File: src/rtl/lsu_align_if.sv
// Bundle between the execute-side issuer, the lsu_align stage and the data bus.
// The lsu_align stage itself uses the slave view.
interface lsu_align_if;
  typedef struct packed {
    logic        valid;
    logic [63:0] addr;
    logic [2:0]  size;
    logic [7:0]  strobe;
    logic [63:0] data;
  } dbus_req_t;

  typedef struct packed {
    logic        addr_ok;
    logic        data_ok;
    logic [63:0] data;
  } dbus_resp_t;

  logic        op_valid;
  logic        op_ready;
  logic        op_load;
  logic        op_store;
  logic [1:0]  op_size;
  logic        op_unsigned;
  logic [63:0] op_addr;
  logic [63:0] op_wdata;
  dbus_req_t   dreq;
  dbus_resp_t  dresp;
  logic        done;
  logic [63:0] rdata;
  logic        misalign;

  modport master (
    output op_valid, op_load, op_store, op_size,
    output op_unsigned, op_addr, op_wdata, dresp,
    input  op_ready, dreq, done, rdata, misalign
  );

  modport slave (
    input  op_valid, op_load, op_store, op_size,
    input  op_unsigned, op_addr, op_wdata, dresp,
    output op_ready, dreq, done, rdata, misalign
  );
endinterface

File: src/rtl/lsu_align.sv
// Load/store alignment stage: checks natural alignment, builds a lane-correct
// data bus request, and extends returned load data.
module lsu_align #(
  parameter int XLEN      = 64,
  parameter int BUS_BYTES = 8
) (
  input  logic       clk,
  input  logic       rst,
  lsu_align_if.slave bus
);
  localparam int OFF_W = $clog2(BUS_BYTES);

  typedef enum logic [1:0] {
    IDLE,
    WAIT,
    RESP
  } state_t;

  state_t state_q, state_d;

  logic [XLEN-1:0]  addr_q;
  logic [XLEN-1:0]  data_q;
  logic [XLEN-1:0]  rdata_q;
  logic [2:0]       size_q;
  logic [7:0]       strb_q;
  logic             load_q;
  logic             uns_q;
  logic             mis_q;

  logic             accept;
  logic             mis;
  logic [7:0]       strb_base;
  logic [OFF_W-1:0] off;
  logic [OFF_W-1:0] off_q;
  logic [XLEN-1:0]  sh;
  logic [XLEN-1:0]  ext;
  logic             unused_addr_ok;

  assign unused_addr_ok = bus.dresp.addr_ok;

  assign off    = bus.op_addr[OFF_W-1:0];
  assign off_q  = addr_q[OFF_W-1:0];
  assign accept = (state_q == IDLE) && bus.op_valid
                  && (bus.op_load || bus.op_store);

  always_comb begin
    mis       = 1'b0;
    strb_base = 8'h01;
    unique case (bus.op_size)
      2'd0: begin
        mis       = 1'b0;
        strb_base = 8'h01;
      end
      2'd1: begin
        mis       = off[0];
        strb_base = 8'h03;
      end
      2'd2: begin
        mis       = |off[1:0];
        strb_base = 8'h0f;
      end
      default: begin
        mis       = |off[2:0];
        strb_base = 8'hff;
      end
    endcase
  end

  // Returned word is lane-shifted down before width selection.
  assign sh = bus.dresp.data >> {off_q, 3'b000};

  always_comb begin
    ext = sh;
    unique case (size_q[1:0])
      2'd0: ext = {{56{sh[7] & ~uns_q}}, sh[7:0]};
      2'd1: ext = {{48{sh[15] & ~uns_q}}, sh[15:0]};
      2'd2: ext = {{32{sh[31] & ~uns_q}}, sh[31:0]};
      default: ext = sh;
    endcase
  end

  always_ff @(posedge clk or negedge rst) begin
    if (!rst) state_q <= IDLE;
    else      state_q <= state_d;
  end

  always_comb begin
    state_d = state_q;
    unique case (state_q)
      IDLE: if (accept) state_d = mis ? RESP : WAIT;
      WAIT: if (bus.dresp.data_ok) state_d = RESP;
      RESP: state_d = IDLE;
      default: state_d = IDLE;
    endcase
  end

  always_comb begin
    bus.op_ready = (state_q == IDLE);
    bus.done     = (state_q == RESP);
    bus.misalign = mis_q;
    bus.rdata    = rdata_q;
    bus.dreq     = {state_q == WAIT, addr_q, size_q, strb_q, data_q};
  end

  always_ff @(posedge clk or negedge rst) begin
    if (!rst) begin
      addr_q  <= '0;
      data_q  <= '0;
      size_q  <= '0;
      strb_q  <= '0;
      load_q  <= 1'b0;
      uns_q   <= 1'b0;
      mis_q   <= 1'b0;
      rdata_q <= '0;
    end else begin
      if (accept && !mis) begin
        addr_q <= bus.op_addr;
        size_q <= {1'b0, bus.op_size};
        load_q <= bus.op_load;
        uns_q  <= bus.op_unsigned;
        strb_q <= bus.op_load ? 8'h00 : strb_base << off;
        data_q <= bus.op_load ? '0
                              : bus.op_wdata << {off, 3'b000};
      end
      if (accept && mis) begin
        mis_q   <= 1'b1;
        rdata_q <= '0;
      end
      if (state_q == WAIT && bus.dresp.data_ok) begin
        mis_q   <= 1'b0;
        rdata_q <= load_q ? ext : '0;
      end
    end
  end
endmodule

File: src/flat_wrapper.sv
// flat-port wrapper written by rule: the top's interface ports become plain ports
module lsu_align_flat 
#(
  parameter int XLEN      = 64,
  parameter int BUS_BYTES = 8
)
  (clk, rst, bus_op_valid, bus_op_load, bus_op_store, bus_op_size, bus_op_unsigned, bus_op_addr, bus_op_wdata, bus_dresp, bus_op_ready, bus_dreq, bus_done, bus_rdata, bus_misalign);
  lsu_align_if bus_i ();
  input  logic clk;
  input  logic rst;
  input wire logic [$bits(bus_i.op_valid)-1:0] bus_op_valid;
  input wire logic [$bits(bus_i.op_load)-1:0] bus_op_load;
  input wire logic [$bits(bus_i.op_store)-1:0] bus_op_store;
  input wire logic [$bits(bus_i.op_size)-1:0] bus_op_size;
  input wire logic [$bits(bus_i.op_unsigned)-1:0] bus_op_unsigned;
  input wire logic [$bits(bus_i.op_addr)-1:0] bus_op_addr;
  input wire logic [$bits(bus_i.op_wdata)-1:0] bus_op_wdata;
  input wire logic [$bits(bus_i.dresp)-1:0] bus_dresp;
  output wire logic [$bits(bus_i.op_ready)-1:0] bus_op_ready;
  output wire logic [$bits(bus_i.dreq)-1:0] bus_dreq;
  output wire logic [$bits(bus_i.done)-1:0] bus_done;
  output wire logic [$bits(bus_i.rdata)-1:0] bus_rdata;
  output wire logic [$bits(bus_i.misalign)-1:0] bus_misalign;
  assign bus_i.op_valid = bus_op_valid;
  assign bus_i.op_load = bus_op_load;
  assign bus_i.op_store = bus_op_store;
  assign bus_i.op_size = bus_op_size;
  assign bus_i.op_unsigned = bus_op_unsigned;
  assign bus_i.op_addr = bus_op_addr;
  assign bus_i.op_wdata = bus_op_wdata;
  assign bus_i.dresp = bus_dresp;
  assign bus_op_ready = bus_i.op_ready;
  assign bus_dreq = bus_i.dreq;
  assign bus_done = bus_i.done;
  assign bus_rdata = bus_i.rdata;
  assign bus_misalign = bus_i.misalign;
  lsu_align #(.XLEN(XLEN), .BUS_BYTES(BUS_BYTES)) u_core (.clk(clk), .rst(rst), .bus(bus_i));
endmodule
File: config.mk
export PLATFORM = sky130hd
export DESIGN_NAME = lsu_align_flat
export DESIGN_NICKNAME = d
export VERILOG_FILES = /design/src/rtl/lsu_align_if.sv /design/src/rtl/lsu_align.sv /design/src/flat_wrapper.sv
export SDC_FILE = /design/constraint.sdc
export NUM_CORES = 1
export LEC_CHECK = 0
export ABC_AREA = 1
export ABC_CLOCK_PERIOD_IN_PS = 1900
export CAP_MARGIN = 10
export CORE_MARGIN = 3
export CORE_UTILIZATION = 40
export CTS_CLUSTER_SIZE = 40
export DETAILED_ROUTE_END_ITERATION = 8
export PLACE_DENSITY_LB_ADDON = 0.2
export SETUP_SLACK_MARGIN = 0.4
export SKIP_CTS_REPAIR_TIMING = 1
export SLEW_MARGIN = 5
export SYNTH_ARGS = -nofsm -noshare
export SYNTH_HDL_FRONTEND = slang
export SYNTH_SLANG_ARGS = --single-unit
File: constraint.sdc
create_clock -name clk -period 1.9 [get_ports clk]
set_clock_uncertainty 0.05 [all_clocks]
set_input_delay 0.38 -clock clk [delete_from_list [all_inputs] [get_ports clk]]
set_output_delay 0.38 -clock clk [all_outputs]
set_load 0.02 [all_outputs]
Word level (Yosys, flattened, before mapping)
Index checks and enable logic that the tools add are counted.
{"block": "op_classes", "eq_ne": 8, "n_reduce_logical": 14, "n_bitwise": 4, "n_mux": 14, "n_shift": 3}
{"operator": "$mux 64", "count": 4}
{"operator": "$pmux 64 s3", "count": 1}
{"operator": "$shl 64x6->64", "count": 1}
{"operator": "$shr 64x6->64", "count": 1}
{"operator": "$pmux 8 s3", "count": 1}
{"operator": "$mux 8", "count": 1}
{"operator": "$shl 8x3->8", "count": 1}
{"operator": "$eq 2x1->1 const B", "count": 3}
{"operator": "$eq 2x2->1 const B", "count": 3}
{"operator": "$logic_not 2->1", "count": 3}
{"operator": "$mux 2", "count": 3}
{"operator": "$logic_and 1x1->1", "count": 5}
{"operator": "$pmux 2 s2", "count": 1}
{"operator": "$and 1x1->1", "count": 3}
{"operator": "$pmux 1 s3", "count": 1}
{"operator": "$reduce_or 3->1", "count": 1}
{"operator": "$mux 1", "count": 2}
{"operator": "$ne 2x1->1 const B", "count": 1}
{"operator": "$ne 2x2->1 const B", "count": 1}
{"operator": "$reduce_and 2->1", "count": 1}
{"operator": "$reduce_bool 2->1", "count": 1}
{"operator": "$reduce_or 2->1", "count": 1}
{"operator": "$logic_not 1->1", "count": 1}
{"operator": "$logic_or 1x1->1", "count": 1}
{"operator": "$not 1->1", "count": 1}
{"block": "word_totals", "out_inout_bits": 207, "ff_bits": 207}

Depth between registers and ports, before layout
Gate-level depths: netlist of run 1.
{"block": "depth", "word_depth": 6, "mapped_depth": 13, "depth_no_buf": 11}

Least setup slack after synthesis of run 1
Ideal clock, no wire load.
{"block": "synth_timing", "path_kind": "reg2reg", "startpoint": "register u_core.state_q[1]", "endpoint": "register u_core.rdata_q[54], in the netlist u_core.bus.rdata[54]", "synth_period_minus_slack_ns": 1.740, "t_arrival_ns": 1.625, "required_ns": 1.785, "stages_incl_launch_ff": 9, "setup_slack_ns": 0.160, "setup_ns": 0.065, "cell_sequence": "dfrtp_1 > nor2_1 > nand2_1 > nor2_1 > clkinv_1 > clkbuf_1 > a21oi_1 > o21ai_0 > nand2_1"}
{"element": "start, declared", "line": "lsu_align.sv:19", "text": "state_t state_q, state_d;"}
{"element": "start signal, assigned", "line": "lsu_align.sv:84", "text": "else state_q <= state_d;"}
{"element": "$eq 2x1->1 (*)"}
{"element": "via bus_dreq[139]", "line": "flat_wrapper.sv:20", "text": "output wire logic [$bits(bus_i.dreq)-1:0] bus_dreq;"}
{"element": "$logic_and 1x1->1 (*)", "line": "lsu_align.sv:129", "text": "if (state_q == WAIT && bus.dresp.data_ok) begin"}
{"element": "$mux 64 / $reduce_bool 2->1 (equally long branches)"}
{"element": "end signal, assigned", "line": "lsu_align.sv:131", "text": "rdata_q <= load_q ? ext : '0;"}
{"element": "end, declared", "line": "lsu_align.sv:23", "text": "logic [XLEN-1:0] rdata_q;"}
Mark *: on every way through the listed nets, which the timed path passes. The rest lies on a longest branch.
A chain may end at the register's enable or synchronous reset.

Final worst setup path of run 1
{"block": "layout_timing", "startpoint": "register u_core.addr_q[0]", "endpoint": "register u_core.rdata_q[17], in the netlist u_core.bus.rdata[17]"}
{"block": "layout_via", "elab_chain_len": 5}
{"element": "start, declared", "line": "lsu_align.sv:21", "text": "logic [XLEN-1:0] addr_q;"}
{"element": "start signal, assigned", "line": "lsu_align.sv:117", "text": "addr_q <= bus.op_addr;"}
{"element": "$shr 64x6->64 (*)", "line": "lsu_align.sv:70", "text": "assign sh = bus.dresp.data >> {off_q, 3'b000};"}
{"element": "$and 1x1->1 (on tied branches)", "line": "lsu_align.sv:76, lsu_align.sv:75"}
{"element": "$pmux 64 s3 (*)", "line": "lsu_align.sv:74", "text": "unique case (size_q[1:0])"}
{"element": "$mux 64 (*)", "line": "lsu_align.sv:131"}
{"element": "$mux 64 (*)", "line": "lsu_align.sv:129"}
Every way passes the cells marked *; elsewhere a longest branch is shown, timed or not.

==> run summary, run 1 <==
Core Rows = 62
Worst min-delay path category = input pin to register
Overflow after GRT = 0
Fillers = 2432
Placement Cell Area = 16900 sq um
GP Congestion = 0.989
DRT iter0 DRCs = 1298
Max FO, Critical Path = 8
CTS sink count = 207
# nets final = 2423
Post-DP HPWL = 34500 microns
# port buffers = 406
Worst Setup Path Type = register to register
DRC violations left = 0
Yosys warning total = 0
Crit share post-route = 94.6%
Setup slack at placement = -0.461 ns
Die area = 31800 sq um
Drt wl/cell = 19.0 microns
Area share of the largest cell type after synthesis = 43.6%
Ys async rst share = 100%
Drt via density = 5.32
Most numerous cell in the Yosys netlist = nand2_1
Worst-skew pair later-pin latency = 0.52 ns
Worst Path Arrival = 2.15 ns
Reg power frac = 27.4%
CTS tree = built
Die Height = 178 microns
Final Hold Fails = 0
Post-synth top area cell = dfrtp_1
Peak supply drop = 657 uV
Logic pwr share = 52.0%
Layout cell share with drive strength beyond 1 = 16.4%
Pins Over Slew Limit = 0
Sequential area share after synthesis = 43.6%
Netlist cell types = 32
Top cells by area, synth = dfrtp_1, nand2_1, nand3_1
CP Launch Type = register
Syn nets = 1945
Synth Instances = 1743
Max_slew headroom = 51.3%
Fin worst setup slack = 0.102 ns
Clk buf depth = 3
Max-Cap Viols = 0
Width of the chip = 178 microns
Psw = 10.0 mW
Highest Clock Rate = 556 MHz
Worst setup EP type = register
Area grow syn2layout = 64.3%
Total track usage = 27.3%
Reg clk slew, reported paths = 0.06 ns
Worst-margin pin slew = 0.723 ns
Vias in the first global route = 12700
Post-route cell area = 19500 sq um
Final hold slack = 0.195 ns
Synth Flop Type = dfrtp_1
Post-DRT Antenna Nets = 0
Switching Fraction = 41.2%
FF+latch count, synth = 207
Mapped cell area = 11900 sq um
Clk Tree Root Cell = clkbuf_16
Post-synth EDFFs = 0
Initial Utilization = 40.9%
Power density over cell area = 1250 nW/um^2
Power share of the clock group = 20.7%
# IOs = 409
Worst path required time = 2.26 ns
Top post-synthesis cells by count = nand2_1, dfrtp_1, nand3_1
Post-Route WL = 49900 microns
Core ar. = 29000 sq um
H-tree levels = 1
Largest net degree at the start of global routing = 70
Total chip power = 24.4 mW
DR pass1 iterations = 8
Mean Syn Cell Area = 6.81 sq um
Total CTS buffers = 24
RSZ-0062 raised after global routing = yes
Cell-internal power = 14.3 mW
Tmin final = 1.80 ns
Final setup vio count = 0
Antenna cell count = 0
Status = finished, final reports clean
Lkg Pwr = 11.9 nW
Initial antenna violation count = 0
First-pass GRT wire length = 68600 microns
Vias post-DR = 14000
flip-flops by register name, indices dropped and copies added, names as in the netlist:
| register | cells |
|---|---|
| u_core.bus.rdata | 64 |
| u_core.addr_q | 64 |
| u_core.data_q | 64 |
| u_core.uns_q | 1 |
| u_core.strb_q | 8 |
| u_core.bus.misalign | 1 |
| u_core.load_q | 1 |
| u_core.size_q | 2 |
| u_core.state_q | 2 |
cell families (layout without fill, tap and decap cells):
logic type | after synthesis | after routing | share of synthesized area, %
flops | 207 | 207 | 43.6
simple gates | 1085 | 1087 | 36.7
other cells | 1 | 1 | 0.0316
mux | 13 | 13 | 1.10
buf+inv | 184 | 677 | 7.16
compound gates | 253 | 253 | 11.4
power groups by stage:
stage	registers [mW]	clock network, mW	logic (mW)
floorplan	8.10	0	4.39
global placement	6.66	0	10.8
detailed placement	6.69	0	10.9
CTS	6.64	5.12	11.0
global route	6.81	5.28	13.5
finish	6.67	5.03	12.7
metrics by stage:
stage          setup TNS [ns]  cells  util (%)
6_report                    0   2622      67.2
5_1_grt                     0   2622      67.2
4_1_cts                -12.73   2558      61.4
3_5_place_dp           -47.85   2515      58.4
3_3_place_gp           -38.47   2515      58.4
2_1_floorplan               0   1743         -
metal layers:
metal  vias to the layer above  global-route usage, %  share of wire (%)
met2                       717                   47.5                 49
met4                         0                   9.81                4.7
li1                       6562                      -                  -
met5                         -                      0                  0
met1                      6559                   34.1                 38
met3                       123                   4.77                9.0
cell usage in the layout (no fill, tap or decap), types with 3 or more instances in the layout:
cell type,n
nand3_1,137
nand2_1,832
nand2_8,4
clkbuf_1,5
a21oi_1,58
a21oi_2,4
buf_6,59
dfrtp_2,5
nor2_1,43
dlymetal6s2s_1,158
nand3_2,24
clkbuf_16,37
buf_4,109
nand3b_1,6
inv_2,4
nand2_4,7
buf_8,4
or2_2,3
o21ai_2,21
dfrtp_1,202
nor2_2,4
inv_4,4
mux2i_1,13
clkdlybuf4s50_1,198
buf_12,30
o21ai_1,32
o22ai_1,4
clkinvlp_4,3
nand2_2,19
o211ai_1,15
bufinv_16,5
o21ai_0,107
o31ai_1,9
clkbuf_8,3
inv_1,46
worst paths after layout:
path,start,end,slack [ns],cells past startpoint
worst min register to register,u_core.addr_q[9],u_core.addr_q[9],0.41,2
max in group asynchronous,rst,u_core.bus.rdata[60],0.89,3
worst max-delay path,u_core.addr_q[0],u_core.bus.rdata[17],0.10,11
worst max register to register,u_core.addr_q[0],u_core.bus.rdata[17],0.10,11
worst min-delay path,bus_op_addr[0],u_core.addr_q[0],0.19,3
min in group asynchronous,rst,u_core.bus.rdata[11],0.31,2
worst max-delay path: stages (launching register included):
cell	delay [ns]
dfrtp_2	0.49
buf_12	0.18
nand2_2	0.05
nand2_1	0.06
nand2_1	0.07
nand3_2	0.12
nand3_4	0.12
buf_4	0.16
clkbuf_16	0.16
nand3_1	0.08
nand2_1	0.08
nand2_1	0.06
final cells by class:
type | instances | area, sq um | share of cell area (%)
repair buffers | 575 | 6470 | 33.2
multi-input cells | 1354 | 6260 | 32.1
flip-flops and latches | 207 | 5190 | 26.6
clock buffers | 32 | 661 | 3.39
well taps | 384 | 480 | 2.46
inverters | 58 | 239 | 1.23
clock inverters | 11 | 201 | 1.03
repair inverters | 1 | 7.51 | 0.0385
(Power assumes the default switching activity.)
==> run 2, diff against run 1 <==
--- a/config.mk
+++ b/config.mk
@@ -13,6 +13,7 @@
 export CTS_CLUSTER_SIZE = 40
 export DETAILED_ROUTE_END_ITERATION = 8
 export PLACE_DENSITY_LB_ADDON = 0.2
+export RECOVER_POWER = 25
 export SETUP_SLACK_MARGIN = 0.4
 export SKIP_CTS_REPAIR_TIMING = 1
 export SLEW_MARGIN = 5
==> run 2 against run 1 <==
Register-to-register slack about the same. Wire length about the same. Cell area about the same. Non-clock buffer count unchanged. Power about the same. Global-route usage unchanged. Combinational power about the same.
==> run summary, run 2 (synthesis results as in run 1) <==
Setup slack at placement = -0.461 ns (unchanged)
GP Congestion = 0.989 (unchanged)
Placement Cell Area = 16900 sq um (unchanged)
Status = finished, final reports clean
Vias post-DR = 13900 (-0.14%)
Total CTS buffers = 24 (unchanged)
Width of the chip = 178 microns (unchanged)
Crit share post-route = 94.3% (-0.30 points)
DRC violations left = 0 (unchanged)
Drt wl/cell = 19.0 microns (about the same)
Die Height = 178 microns (unchanged)
Largest net degree at the start of global routing = 70 (unchanged)
Total track usage = 27.3% (unchanged)
# port buffers = 406 (unchanged)
Drt via density = 5.32 (-0.14%)
Worst Setup Path Type = register to register
Worst setup EP type = register
Hold path depth = 3 (unchanged)
# nets final = 2423 (unchanged)
Power share of the clock group = 20.7% (about the same)
Switching Fraction = 41.2% (about the same)
First-pass GRT wire length = 68600 microns (unchanged)
CTS tree = built
Post-route cell area = 19500 sq um (about the same)
Reg clk slew, reported paths = 0.06 ns (about the same)
Clk Tree Root Cell = clkbuf_16
Initial antenna violation count = 0 (unchanged)
Most common cell after layout, fill and taps aside = nand2_1
Most frequent CP cell = nand2_1
Post-DP HPWL = 34500 microns (unchanged)
Most frequent cells in the layout = nand2_1, dfrtp_1, clkdlybuf4s50_1
Highest Clock Rate = 558 MHz (+0.32%)
Fillers = 2434 (+0.082%)
DRT iter0 DRCs = 1299 (+0.077%)
Max_slew headroom = 16.9% (-34 points)
Met2 WL = 24300 microns (+0.20%)
Die area = 31800 sq um (unchanged)
Worst-skew pair later-pin latency = 0.52 ns (about the same)
Lkg Pwr = 11.9 nW (about the same)
CTS sink count = 207 (unchanged)
DR pass1 iterations = 5 (-3)
# IOs = 409 (unchanged)
FF-to-FF path depth = 11 (unchanged)
Met3 routed WL = 4430 microns (-0.87%)
Core ar. = 29000 sq um (unchanged)
Tmin final = 1.79 ns (-0.00575 ns)
H-tree levels = 1 (unchanged)
Initial Utilization = 40.9% (unchanged)
Antenna cell count = 0 (unchanged)
Max incr delay on CP = 0.49 ns (about the same)
Max FO, Critical Path = 8 (unchanged)
Worst-margin pin slew = 1.25 ns (+0.523 ns)
Placed insts = 2515 (unchanged)
Fin worst setup slack = 0.108 ns (+0.00575 ns)
Worst Path Arrival = 2.15 ns (about the same)
Highest Signal Layer = met4
Worst path depth = 11 (unchanged)
Non-Filler Instances = 2622 (unchanged)
Clk buf depth = 3 (unchanged)
Peak supply drop = 658 uV (+0.14%)
RSZ-0062 raised after global routing = yes
Top delay family on crit path = simple AND/OR/NAND/NOR gates
Final Hold Fails = 0 (unchanged)
Core Rows = 62 (unchanged)
Final setup vio count = 0 (unchanged)
Post-Route WL = 49800 microns (about the same)
Max-Cap Viols = 0 (unchanged)
Area grow syn2layout = 64.1% (about the same)
Slowest CP cell = dfrtp_2
Psw = 10.0 mW (about the same)
Worst min-delay path category = input pin to register
Metal-1 WL = 18700 microns (about the same)
Overflow after GRT = 0 (unchanged)
CP Launch Type = register
Worst path required time = 2.26 ns (about the same)
Vias in the first global route = 12700 (unchanged)
Layout cell share with drive strength beyond 1 = 16.4% (unchanged)
Power density over cell area = 1250 nW/um^2 (about the same)
Logic pwr share = 52.0% (about the same)
Pins Over Slew Limit = 0 (unchanged)
CP cell instances = buf_12 > nand2_2 > nand2_1 > nand2_1 > nand3_2 > nand3_4 > buf_4 > clkbuf_16 > nand3_1 > nand2_1 > nand2_1
Cell-internal power = 14.3 mW (about the same)
WP buf/inv = 3 (unchanged)
Post-DRT Antenna Nets = 0 (unchanged)
Reg power frac = 27.4% (about the same)
-- run 2: worst reg2reg max path, cell delays in order (launching register included) --
cell and delay [ns]:
dfrtp_2 0.49, buf_12 0.18, nand2_2 0.05, nand2_1 0.06
nand2_1 0.07, nand3_2 0.12, nand3_4 0.12, buf_4 0.16
clkbuf_16 0.16, nand3_1 0.08, nand2_1 0.08, nand2_1 0.06
-- run 2: power by group through the flow --
stage               clock [mW]  combinational (mW)  sequential [mW]
global route              5.28                13.5             6.81
detailed placement           0                10.9             6.69
finish                    5.03                12.7             6.67
CTS                       5.12                11.0             6.64
floorplan                    0                4.39             8.10
global placement             0                10.8             6.66
-- run 2: area by class of cell --
type | count | area (sq um) | area share, %
Timing Repair Buffer | 575 | 6460 | 33.1
Tap cell | 384 | 480 | 2.47
Inverter | 58 | 239 | 1.23
Multi-Input combinational cell | 1354 | 6260 | 32.1
Clock inverter | 11 | 201 | 1.03
Timing Repair inverter | 1 | 7.51 | 0.0385
Clock buffer | 32 | 661 | 3.39
Sequential cell | 207 | 5190 | 26.6
-- run 2: path summary, 6_finish.rpt --
check | startpoint | endpoint | slack (ns)
max | u_core.addr_q[0] | u_core.bus.rdata[17] | 0.11
min | bus_op_addr[0] | u_core.addr_q[0] | 0.19
max reg2reg | u_core.addr_q[0] | u_core.bus.rdata[17] | 0.11
min reg2reg | u_core.addr_q[9] | u_core.addr_q[9] | 0.41
max in group asynchronous | rst | u_core.addr_q[14] | 0.27
min in group asynchronous | rst | u_core.bus.rdata[11] | 0.62
-- run 2: layer usage --
metal | GRT usage [%] | up-vias
li1 | - | 6558
met1 | 34.1 | 6561
met2 | 47.5 | 704
met3 | 4.77 | 119
met4 | 9.81 | 0
met5 | 0 | -
-- run 2: metrics by stage --
step / hold WS [ns] / utilization, % / TNS (ns) / total power [mW]
floorplan: 0.0344 / - / 0 / 12.5
global placement: 0.251 / 58.4 / -38.47 / 17.5
detailed placement: 0.254 / 58.4 / -47.85 / 17.6
CTS: -0.294 / 61.4 / -12.73 / 22.7
global route: 0.200 / 67.2 / 0 / 25.6
finish: 0.195 / 67.2 / 0 / 24.4
==> run 3, diff against run 2 <==
--- a/config.mk
+++ b/config.mk
@@ -8,8 +8,10 @@
 export ABC_AREA = 1
 export ABC_CLOCK_PERIOD_IN_PS = 1900
 export CAP_MARGIN = 10
+export CELL_PAD_IN_SITES_DETAIL_PLACEMENT = 1
+export CELL_PAD_IN_SITES_GLOBAL_PLACEMENT = 1
 export CORE_MARGIN = 3
-export CORE_UTILIZATION = 40
+export CORE_UTILIZATION = 32
 export CTS_CLUSTER_SIZE = 40
 export DETAILED_ROUTE_END_ITERATION = 8
 export PLACE_DENSITY_LB_ADDON = 0.2
==> run 3 against run 2 <==
Die area up 24%. Combinational power about the same. Sequential share of layout area up 0.82 points. Critical path type unchanged. Critical endpoint is now u_core.bus.rdata[44]. Largest power group unchanged. Highest routed layer is now met5.
==> run summary, run 3 (synthesis results as in run 1) <==
Total CTS buffers = 26 (+8.3%)
R2R setup slack = 0.12 ns (about the same)
Placement Cell Area = 17100 sq um (+0.89%)
Post-DP HPWL = 40700 microns (+18%)
Max-Cap Viols = 0 (unchanged)
GR met1 Demand/Resource = 31.9% (-2.2 points)
Worst-skew pair later-pin latency = 0.53 ns (about the same)
# IOs = 409 (unchanged)
Worst Path Arrival = 2.20 ns (+0.05 ns)
Setup slack at placement = -0.292 ns (+0.169 ns)
Register area = 5190 sq um (+0.17%)
GP Congestion = 0.906 (-8.3%)
Drt via density = 5.09 (-4.3%)
Antenna cell count = 0 (unchanged)
DRC violations left = 0 (unchanged)
H-tree levels = 1 (unchanged)
Core Rows = 69 (+11%)
Worst path required time = 2.31 ns (+0.05 ns)
Post-DRT Antenna Nets = 0 (unchanged)
Vias post-DR = 13700 (-1.5%)
Met3 Use GR = 5.37% (+0.60 points)
Worst min-delay path category = input pin to asynchronous set/reset pin
Die Height = 199 microns (+11%)
First-pass GRT wire length = 80400 microns (+17%)
CTS tree = built
Drt wl/cell = 20.5 microns (+7.8%)
Post-route cell area = 18900 sq um (-2.8%)
Layout cell share with drive strength beyond 1 = 16.1% (-0.31 points)
Sum Neg Setup Slack = 0 ns (unchanged)
Clk Tree Root Cell = clkbuf_16
Reg clk slew, reported paths = 0.06 ns (about the same)
Total track usage = 26.0% (-1.3 points)
Crit share post-route = 93.8% (-0.53 points)
Total chip power = 24.0 mW (-1.3%)
Area grow syn2layout = 59.5%
Met2 Use GR = 45.8% (-1.7 points)
Most common cell after layout, fill and taps aside = nand2_1
Final Hold Fails = 0 (unchanged)
DRT iter0 DRCs = 866 (-33%)
Max_slew headroom = 42.9% (+26 points)
Worst setup EP type = register
Initial antenna violation count = 2 (+2)
Peak supply drop = 670 uV (+1.9%)
FF-to-FF path depth = 9 (-2)
Fillers = 4492 (+85%)
Final hold slack = 0.227 ns (+0.0317 ns)
Core ar. = 36100 sq um (+24%)
# nets final = 2421 (-0.083%)
Max FO, Critical Path = 13 (+5)
Worst-margin pin slew = 0.857 ns (-0.389 ns)
Fin worst setup slack = 0.118 ns (+0.00998 ns)
Overflow after GRT = 0 (unchanged)
Initial Utilization = 32.9% (-8.0 points)
FF-to-FF Start = u_core.addr_q[0]
Status = finished, final reports clean
Pins Over Slew Limit = 0 (unchanged)
# port buffers = 406 (unchanged)
Width of the chip = 199 microns (+11%)
Largest net degree at the start of global routing = 90 (+29%)
Most frequent cells in the layout = nand2_1, clkdlybuf4s50_1, dfrtp_1
Worst Setup Path Type = register to register
Worst reg2reg endpoint = u_core.bus.rdata[44]
Top Usage Layer GRT = met2
Post-Route WL = 55300 microns (+11%)
Vias in the first global route = 14100 (+12%)
Power density over cell area = 1270 nW/um^2 (+1.6%)
CTS sink count = 207 (unchanged)
RSZ-0062 raised after global routing = yes
Tmin final = 1.78 ns (-0.00998 ns)
Lkg Pwr = 11.1 nW (-7.1%)
DR pass1 iterations = 6 (+1)
Multi-input logic area = 5990 sq um (-4.2%)
Highest Clock Rate = 561 MHz (+0.56%)
Die area = 39500 sq um (+24%)
CP Launch Type = register
Clk buf depth = 3 (unchanged)
Final setup vio count = 0 (unchanged)
[run 3: cell count changes in the layout (fill, tap and decap cells not counted), moves of 7 or more]
cell and change:
dfrtp_2 +7, nand3_2 -17, buf_6 +35, nand2_4 -7
o21ai_0 +18, dfrtp_1 -7, nand3_1 +17, nand2_1 +20
nand2_2 -13, dlymetal6s2s_1 -48, buf_4 +25, o21ai_2 -19
[run 3: how the worst max path moves through the flow]
| stage | start | to | slack, ns | cells past startpoint |
|---|---|---|---|---|
| floorplan | bus_op_addr[0] | u_core.bus.rdata[23] | 0.25 | 12 |
| global placement | bus_op_addr[1] | u_core.strb_q[2] | -0.23 | 8 |
| detailed placement | bus_op_addr[1] | u_core.data_q[21] | -0.29 | 10 |
| CTS | u_core.state_q[0] | bus_dreq[139] | -0.45 | 4 |
| global route | u_core.state_q[0] | bus_dreq[139] | 0.04 | 4 |
| finish | u_core.addr_q[0] | u_core.bus.rdata[44] | 0.12 | 9 |
[run 3: layout make-up]
type,instances,share of cell area (%)
clock buffers,39,4.12
flip-flops and latches,207,27.4
well taps,461,3.05
inverters,58,1.23
repair buffers,573,32.3
clock inverters,7,0.277
multi-input cells,1353,31.6
[run 3: metal layers]
layer	vias to the layer above	routed length, microns	part of all wire [%]
met5	-	14	0.025
met4	2	1810	3.3
met3	83	3480	6.3
met2	400	28100	51
met1	6729	21900	40
li1	6520	-	-
[run 3: critical path, stage by stage, from the launching register on]
cell,delay (ns)
dfrtp_2,0.44
inv_6,0.10
clkbuf_16,0.19
o21ai_0,0.29
nand2_1,0.09
nand2_1,0.10
nand2_1,0.11
a21oi_1,0.16
o21ai_1,0.08
nand2_1,0.08
[run 3: through the flow]
step | instances | util, %
3_3_place_gp | 2603 | 47.4
3_5_place_dp | 2603 | 47.4
5_1_grt | 2698 | 52.5
6_report | 2698 | 52.5
2_1_floorplan | 1743 | -
4_1_cts | 2649 | 49.7
[run 3: report_power, final]
part           switching, mW  leakage [nW]  total [mW]  internal (mW)
combinational           7.12          7.95        12.4           5.32
clock                   2.02         0.411        4.85           2.83
sequential              1.01          2.71        6.75           5.74
total                   10.2          11.1        24.0           13.9
